<file path="src/rtl/cpu_ctrl_pkg.sv">
// Shared types and defaults for the CPU run/halt/step controller and its key conditioner.
package cpu_ctrl_pkg;

  typedef enum logic [2:0] {BOOT, HALT, STEP, RUN, DONE} run_state_t;

  localparam int PC_W_DEF  = 64;
  localparam int CNT_W_DEF = 32;

  // Bits needed for a counter spanning 0 .. n-1 (at least one bit).
  function automatic int ctr_w(input int n);
    return (n < 2) ? 1 : $clog2(n);
  endfunction

endpackage

</file>
<file path="src/rtl/key_sync_edge.sv">
// Push-button conditioner: 2-FF synchroniser, debounce down-counter and a one-cycle press pulse.
// Idle level is "released" (key_n=1); releasing the key produces no pulse.
module key_sync_edge
  import cpu_ctrl_pkg::*;
#(
  parameter int DEBOUNCE_CYCLES = 500000
) (
  input  logic clk,
  input  logic reset,
  input  logic key_n,
  output logic press_p
);

  localparam int DB_W = ctr_w(DEBOUNCE_CYCLES);
  localparam logic [DB_W-1:0] DB_LOAD = DB_W'(DEBOUNCE_CYCLES - 1);

  logic            key_m;
  logic            key_s;
  logic            key_db;
  logic            change;
  logic [DB_W-1:0] db_cnt;

  assign change = (key_s != key_db);

  // A change is accepted on the DEBOUNCE_CYCLES-th consecutive differing sample.
  always_ff @(posedge clk or negedge reset) begin
    if (!reset) begin
      key_m   <= 1'b1;
      key_s   <= 1'b1;
      key_db  <= 1'b1;
      db_cnt  <= DB_LOAD;
      press_p <= 1'b0;
    end else begin
      key_m   <= key_n;
      key_s   <= key_m;
      press_p <= 1'b0;
      if (!change) begin
        db_cnt <= DB_LOAD;
      end else if (db_cnt == '0) begin
        key_db  <= key_s;
        db_cnt  <= DB_LOAD;
        press_p <= ~key_s;
      end else begin
        db_cnt <= db_cnt - 1'b1;
      end
    end
  end

endmodule

</file>
<file path="src/rtl/cpu_run_ctrl.sv">
// Run/halt/single-step sequencer between the board keys/switches and the pipelined CPU.
// state | meaning
// BOOT  | CPU held in reset for RST_CYCLES cycles, cycle counter cleared
// HALT  | CPU frozen, waiting for run switch or step press
// STEP  | exactly one enabled cycle
// RUN   | free running until switch off, breakpoint or program end
// DONE  | program end reached; step press reboots
module cpu_run_ctrl
  import cpu_ctrl_pkg::*;
#(
  parameter int PC_W            = PC_W_DEF,
  parameter int RST_CYCLES      = 4,
  parameter int DEBOUNCE_CYCLES = 500000,
  parameter int CNT_W           = CNT_W_DEF
) (
  input  logic             clk,
  input  logic             reset,
  input  logic             run_sw,
  input  logic             step_key_n,
  input  logic             bkpt_en,
  input  logic [PC_W-1:0]  bkpt_addr,
  input  logic [PC_W-1:0]  end_addr,
  input  logic [PC_W-1:0]  pc,
  output logic             cpu_en,
  output logic             cpu_rst,
  output logic             halted,
  output logic             done,
  output logic [CNT_W-1:0] cycle_count
);

  localparam int BOOT_W = ctr_w(RST_CYCLES);
  localparam logic [BOOT_W-1:0] BOOT_LAST = BOOT_W'(RST_CYCLES - 1);

  run_state_t        state;
  run_state_t        state_next;
  logic              run_m;
  logic              run_s;
  logic              step_p;
  logic              armed;
  logic              end_hit;
  logic              bkpt_hit;
  logic [BOOT_W-1:0] boot_cnt;

  key_sync_edge #(
    .DEBOUNCE_CYCLES(DEBOUNCE_CYCLES)
  ) u_step_key (
    .clk    (clk),
    .reset  (reset),
    .key_n  (step_key_n),
    .press_p(step_p)
  );

  always_ff @(posedge clk or negedge reset) begin
    if (!reset) begin
      run_m <= 1'b0;
      run_s <= 1'b0;
    end else begin
      run_m <= run_sw;
      run_s <= run_m;
    end
  end

  assign end_hit  = (pc >= end_addr);
  assign bkpt_hit = bkpt_en && (pc == bkpt_addr) && armed;

  always_ff @(posedge clk or negedge reset) begin
    if (!reset) begin
      state <= BOOT;
    end else begin
      state <= state_next;
    end
  end

  // Every stop decision also drops cpu_en in the same cycle, so the PC stays on the hit address.
  always_comb begin
    state_next = state;
    cpu_en     = 1'b0;
    case (state)
      BOOT: begin
        if (boot_cnt == BOOT_LAST) begin
          state_next = run_s ? RUN : HALT;
        end
      end
      HALT: begin
        if (end_hit) begin
          state_next = DONE;
        end else if (run_s) begin
          state_next = RUN;
        end else if (step_p) begin
          state_next = STEP;
        end
      end
      STEP: begin
        cpu_en     = !end_hit;
        state_next = end_hit ? DONE : HALT;
      end
      RUN: begin
        cpu_en = run_s && !end_hit && !bkpt_hit;
        if (end_hit) begin
          state_next = DONE;
        end else if (bkpt_hit || !run_s) begin
          state_next = HALT;
        end
      end
      DONE: begin
        if (step_p) begin
          state_next = BOOT;
        end
      end
      default: state_next = BOOT;
    endcase
  end

  always_ff @(posedge clk or negedge reset) begin
    if (!reset) begin
      boot_cnt <= '0;
    end else if (state == BOOT && state_next == BOOT) begin
      boot_cnt <= boot_cnt + 1'b1;
    end else begin
      boot_cnt <= '0;
    end
  end

  // Disarmed for the first RUN cycle so execution can leave a breakpoint address.
  always_ff @(posedge clk or negedge reset) begin
    if (!reset) begin
      armed <= 1'b0;
    end else if (state_next == RUN && state != RUN) begin
      armed <= 1'b0;
    end else if (state == RUN) begin
      armed <= 1'b1;
    end
  end

  // Cleared on the way into BOOT as well, so a reboot from DONE shows zero at once.
  always_ff @(posedge clk or negedge reset) begin
    if (!reset) begin
      cycle_count <= '0;
    end else if (state == BOOT || state_next == BOOT) begin
      cycle_count <= '0;
    end else if (cpu_en && cycle_count != '1) begin
      cycle_count <= cycle_count + 1'b1;
    end
  end

  assign cpu_rst = (state == BOOT);
  assign halted  = (state == HALT);
  assign done    = (state == DONE);

endmodule

</file>
<file path="config.mk">
export PLATFORM = sky130hd
export DESIGN_NAME = cpu_run_ctrl
export DESIGN_NICKNAME = d
export VERILOG_FILES = /design/src/rtl/cpu_ctrl_pkg.sv /design/src/rtl/key_sync_edge.sv /design/src/rtl/cpu_run_ctrl.sv
export SDC_FILE = /design/constraint.sdc
export NUM_CORES = 1
export LEC_CHECK = 0
export ABC_AREA = 1
export BUFFER_PORTS_ARGS = -buffer_cell sky130_fd_sc_hd__buf_2
export CAP_MARGIN = 20
export CORE_ASPECT_RATIO = 0.5
export CORE_UTILIZATION = 56
export DETAILED_ROUTE_END_ITERATION = 12
export PLACE_DENSITY = 0.88
export SLEW_MARGIN = 20
export SYNTH_ARGS = -nofsm -noshare
export SYNTH_HDL_FRONTEND = slang
export SYNTH_HIERARCHICAL = 1
export SYNTH_SLANG_ARGS = --single-unit
</file>
<file path="constraint.sdc">
create_clock -name clk -period 4.5 [get_ports clk]
set_input_delay 0.675 -clock clk [delete_from_list [all_inputs] [get_ports clk]]
set_output_delay 0.675 -clock clk [all_outputs]
set_load 0.02 [all_outputs]
</file>
# Word level (Yosys, flattened, before mapping)
# Index checks and enable logic that the tools add are counted.
[word_totals]
wordCells = 64
inputBits = 197
output_inout_bits = 36
regBits = 63
[classes]
n_reduce_logical = 18
bitwise_logic = 1
eq_ne = 10
n_lt_le_gt_ge = 1
n_addsub = 3
mux = 20
[op_table]
columns = ["operator", "count"]
rows = [
  ["== test 64 bit", 1],
  [">= comparator 64 bit", 1],
  ["2-to-1 mux 32 bit", 2],
  ["2-to-1 mux 19 bit", 2],
  ["adder 32 x 1 -> 32 bit, second input constant", 1],
  ["!= test 32 bit, second input constant", 1],
  ["2-to-1 mux 3 bit", 8],
  ["zero test 19 bit", 1],
  ["subtractor 19 x 1 -> 19 bit, second input constant", 1],
  ["one-hot mux 3 bit (5 select lines)", 1],
  ["== test 3 x 2 -> 1 bit, second input constant", 3],
  ["logical AND 1 bit", 7],
  ["zero test 3 bit", 2],
  ["2-to-1 mux 1 bit", 4],
  ["2-to-1 mux 2 bit", 2],
  ["nonzero test 2 bit", 2],
  ["== test 3 x 1 -> 1 bit, second input constant", 1],
  ["== test 3 bit, second input constant", 1],
  ["zero test 1 bit", 3],
  ["!= test 3 x 2 -> 1 bit, second input constant", 1],
  ["adder 2 x 1 -> 2 bit, second input constant", 1],
  ["== test 2 bit, second input constant", 1],
  ["logical OR 1 bit", 2],
  ["one-hot mux 1 bit (2 select lines)", 1],
  ["other kinds (3)", 3],
]

# Logic depth before layout (Yosys ltp)
[depth]
ltp_word = 10
mapped_depth = 22
depth_no_buf = 21

# By module
# The synthesis kept the hierarchy.
[by_module_without_submodules]
columns = ["module", "cells_each", "n_inst", "seq_area_each_um2", "area_per_inst_um2"]
rows = [
  ["cpu_run_ctrl", 879, 1, 1001.0, 5291.3],
  ["key_sync_edge", 160, 1, 593.1, 1282.5],
]

# Least setup slack after synthesis
# OpenSTA, ideal clock, no wires.
[synth_timing]
path_kind = "input to output"
startpoint = "input end_addr[7]"
endpoint = "output cpu_en"
arrival_ns = 2.206
slack_ns = 1.619
path_buffers = 1
t_required_ns = 3.825
stages = 13
path_cell_list = "inv_1 ha_1 a21o_1 nor2_1 nand3_1 nand2_1 nand2_1 nand2_1 nand2_1 nand2_1 nand2_1 nor2_2 clkbuf_1"
[synth_via]
elab_chain_cells = 5
[synth_lines]
columns = ["item", "line", "rtl"]
rows = [
  ["start: declaration", "cpu_run_ctrl.sv:22", "input logic [PC_W-1:0] end_addr,"],
  [">= comparator 64 bit (*)", "cpu_run_ctrl.sv:63", "assign end_hit = (pc >= end_addr);"],
  ["zero test 1 bit (*)", "cpu_run_ctrl.sv:94, cpu_run_ctrl.sv:98", ""],
  ["logical AND 1 bit (2 in a row)", "cpu_run_ctrl.sv:98", "cpu_en = run_s && !end_hit && !bkpt_hit;"],
  ["one-hot mux 1 bit (2 select lines) (*)", "cpu_run_ctrl.sv:78", "case (state)"],
  ["end: declaration", "cpu_run_ctrl.sv:24", "output logic cpu_en,"],
]
# Mark *: on every way between the ends. The rest lies on a longest branch, timed or not.

# Worst setup path in the final report
[layout_timing]
startpoint = "register cycle_count[0]"
endpoint = "register cycle_count[6]"
[layout_via]
elab_chain_cells = 3
word_cells_on_any_way = 6
classes_between = "add/sub: 1; eq/ne: 1; mux: 2; reduce/logical: 2"
[layout_lines]
columns = ["item", "line", "rtl"]
rows = [
  ["start: declaration", "cpu_run_ctrl.sv:28", "output logic [CNT_W-1:0] cycle_count"],
  ["start signal: assignment", "cpu_run_ctrl.sv:142", "cycle_count <= cycle_count + 1'b1;"],
  ["adder 32 x 1 -> 32 bit or != test 32 bit (tied branches)", "cpu_run_ctrl.sv:142, cpu_run_ctrl.sv:141", ""],
  ["2-to-1 mux 32 bit or logical AND 1 bit (tied branches)", "cpu_run_ctrl.sv:141", "end else if (cpu_en && cycle_count != '1) begin"],
  ["2-to-1 mux 32 bit or nonzero test 2 bit (tied branches)", "n/a", ""],
]
# Several ways; a longest one is shown, not always the timed one. The select of a mux whose other input is x is not followed.
# A chain may end at the register's enable or synchronous reset.

==> metrics <==
adder-cell share of the synthesized area=12.9%; largest cells by area after synthesis=dfrtp_1, nand2_1, ha_1; Slew headroom=45.6%; fraction of layout cells with a size suffix above 1=a little under a quarter; met3 usage=5.80%; Slew Viols, Final=0; Yosys cell types=41; CTS Sinks=63; CP peak stage delay=just over 600 ps; max-cap violation count=0; postcts setup bufs=0; worst r2r dst=cycle_count[6]$_DFFE_PN0P_; synthesized area per cell=6.33 µm²; Syn Inst Count=1,039; CP most frequent cell=nand2_1; Routability Congestion=0.919; DRT Wirelength=18,700 µm; die area=between 10,000 and 15,000 µm²; kind of critical path=flip-flop to flip-flop; clk root buf=clkbuf_16; clock slew seen by the registers of the worst setup and hold paths=50 ps; Syn Nets=1,304; crit-path cells=ha_1 -> nand3_2 -> nor3_2 -> nand2_2 -> nor2_2 -> and3_1 -> nand4_2 -> nand3_1 -> nand2_1 -> nand2_1 -> inv_1 -> nor2_1; first-pass GRT wire length=31,300 µm; largest fanout on the critical path=33; post-route cell area=between 8000 and 9000 µm²; top-count cell post-synth=nand2_1; Top FF cell, synth=dfrtp_1; CP arrival=3340 ps; IO Count=233; Post-Synth Simple-Gate Area=38.7%; Initial Util=58.6%; Iter 0 DRT Violations=634; post-synthesis xor/xnor area fraction=4.40%; width of the die=155 µm; worst setup margin=1400 ps; endpoints failing setup=0; number of failing hold endpoints at the final stage=0; PD cells=225 nW/µm²; Critical-path top delay cell=nand4_2; Fmax=between 0.3 and 0.4 GHz; total power=1.84 mW; DPL Wire Length=14,900 µm; reg-to-reg startpoint=cycle_count[0]$_DFFE_PN0P_; startpoint types=flip-flop; HP Class=flip-flop to flip-flop; Clock Skew=approximately 3.8 ps; H-tree depth=3; placed cells=around 1,400; vias in the first global route=7,316; GRT busiest layer=met2; CTS Hold Bufs=0; sequential area share after synthesis=24.2%; core area=11,200 µm²; gr usage total=31.4%; placed inst area=about 7900 µm²; hold-critical path depth=0; initial antenna violation count=0; pre-CTS worst setup slack=between 1000 and 1500 ps; Min Hold Slack=around 350 ps; multiplexer area fraction after synthesis=0.152%; Std-Cell Rows=27; fin cells=about 1,400; crit path capture type=flip-flop; CTS Buf Count=9; Synth Area in Compound Gates=5.88%; Remaining DRCs=0; RSZ-0062 raised after global routing=false; Post-synth top cells=nand2_1, inv_1, nor2_1, ha_1, nand4_1; r2r setup slk=1400 ps; Via Count=about 7,600; worst hold endpoint=run_s$_DFF_PN0_; CP required=4740 ps; Async SR Flop Fraction=100%; EDFF count, synth=0; min cycle time layout=3100 ps; top-area cell type share of the netlist area=a little under a fifth; largest net degree at the start of global routing=35; CTS resizes=0; Period Utilization, post-route=between 60% and 70%; outcome=completed; clk_lat worst skew=330 ps; Synth area leader=dfrtp_1; FF-to-FF path depth=12; DR vias/cell=5.28; worst hold start=run_m$_DFF_PN0_; antenna-violating nets left=0; Synthesis Warnings=6; Peak supply drop=around 0.00018 V; Avg WL per Cell=~13 µm; CTS tree=yes; leakage power=4.70 nW; met2 Usage GRT=between 50% and 60%; mapped cell area=6570 µm²; total gr overflow=0; final setup TNS=0 ps; Layout area overhead=24.2%; Yosys reg bits=63; M1 GR Usage=~37%; worst-margin pin slew=814 ps; PortBufs=232; final net count=about 1,500; antenna cells=0; main combinational cell family by area after synthesis=simple AND/OR/NAND/NOR gates; clk buf depth=2; die height=roughly 79 µm; Final Util=between 70 and 80%; DRT Pass-1 Iters=5
state kept, by name, summed over array words and instances, names as in the netlist:
register,flops
cycle_count,32
u_step_key/db_cnt,19
state,3
boot_cnt,2
armed,1
run_m,1
run_s,1
u_step_key/key_db,1
u_step_key/key_m,1
u_step_key/key_s,1
u_step_key/press_p,1
layer usage:
layer / wire length (µm) / part of all wire [%] / vias up
met3: 1180 / 6.3 / 70
met4: 617 / 3.3 / 0
li1: - / - / 3752
met5: 0 / 0 / -
met2: 9190 / 49 / 294
met1: 7740 / 41 / 3454
logic make-up after synthesis:
family / count (synthesis)
buf+inv: 227
compound gates: 74
xor+xnor: 33
mux: 1
flops: 63
simple gates: 573
fa+ha+maj: 68
where the power goes:
part           internal [mW]  total (mW)  switching, mW
registers              0.592       0.608         0.0156
logic                  0.199       0.536          0.337
clock network          0.456       0.695          0.239
total                   1.25        1.84          0.591
final cells by class:
type                            count  area [µm²]
Timing Repair Buffer              237        1200
Clock inverter                      4        45.0
Fill cell                         918        3050
Sequential cell                    63        1590
Multi-Input combinational cell    749        4090
Clock buffer                       12         256
Inverter                          209         785
Tap cell                          159         199
cell usage in the layout, fill, tap and decap left out, types with 5 or more instances in the layout:
master     count
dfstp_2       14
clkbuf_16      9
nand4_1       64
dfrtp_1       49
a21oi_1       35
ha_1          68
o21ai_0       13
o21ai_1       19
nand3_1       36
xor2_1        25
nor3_1        19
buf_2        232
buf_4          5
inv_1        203
nand3_2        5
nor2_1       153
nand2_1      266
xnor2_1        8
nand2_2        6
critical path: cells and delay by family (launching register included):
family	cells	cell delay, ps
buffers and inverters	1	40
adders and majority gates	1	230
and+or+nand+nor	10	2330
DFF	1	410
how the worst max path moves through the flow:
stage / start / end / depth (start not counted) / slack (ps)
after floorplan: end_addr[7] / cpu_en / 13 / 1620
after global placement: end_addr[5] / cpu_en / 15 / 1440
after detailed placement: end_addr[63] / cycle_count[23]$_DFFE_PN0P_ / 16 / 1340
after CTS: cycle_count[0]$_DFFE_PN0P_ / cycle_count[6]$_DFFE_PN0P_ / 12 / 1410
after global routing: cycle_count[0]$_DFFE_PN0P_ / cycle_count[6]$_DFFE_PN0P_ / 12 / 1070
final: cycle_count[0]$_DFFE_PN0P_ / cycle_count[6]$_DFFE_PN0P_ / 12 / 1400
Power figures use the tool's default switching activity.
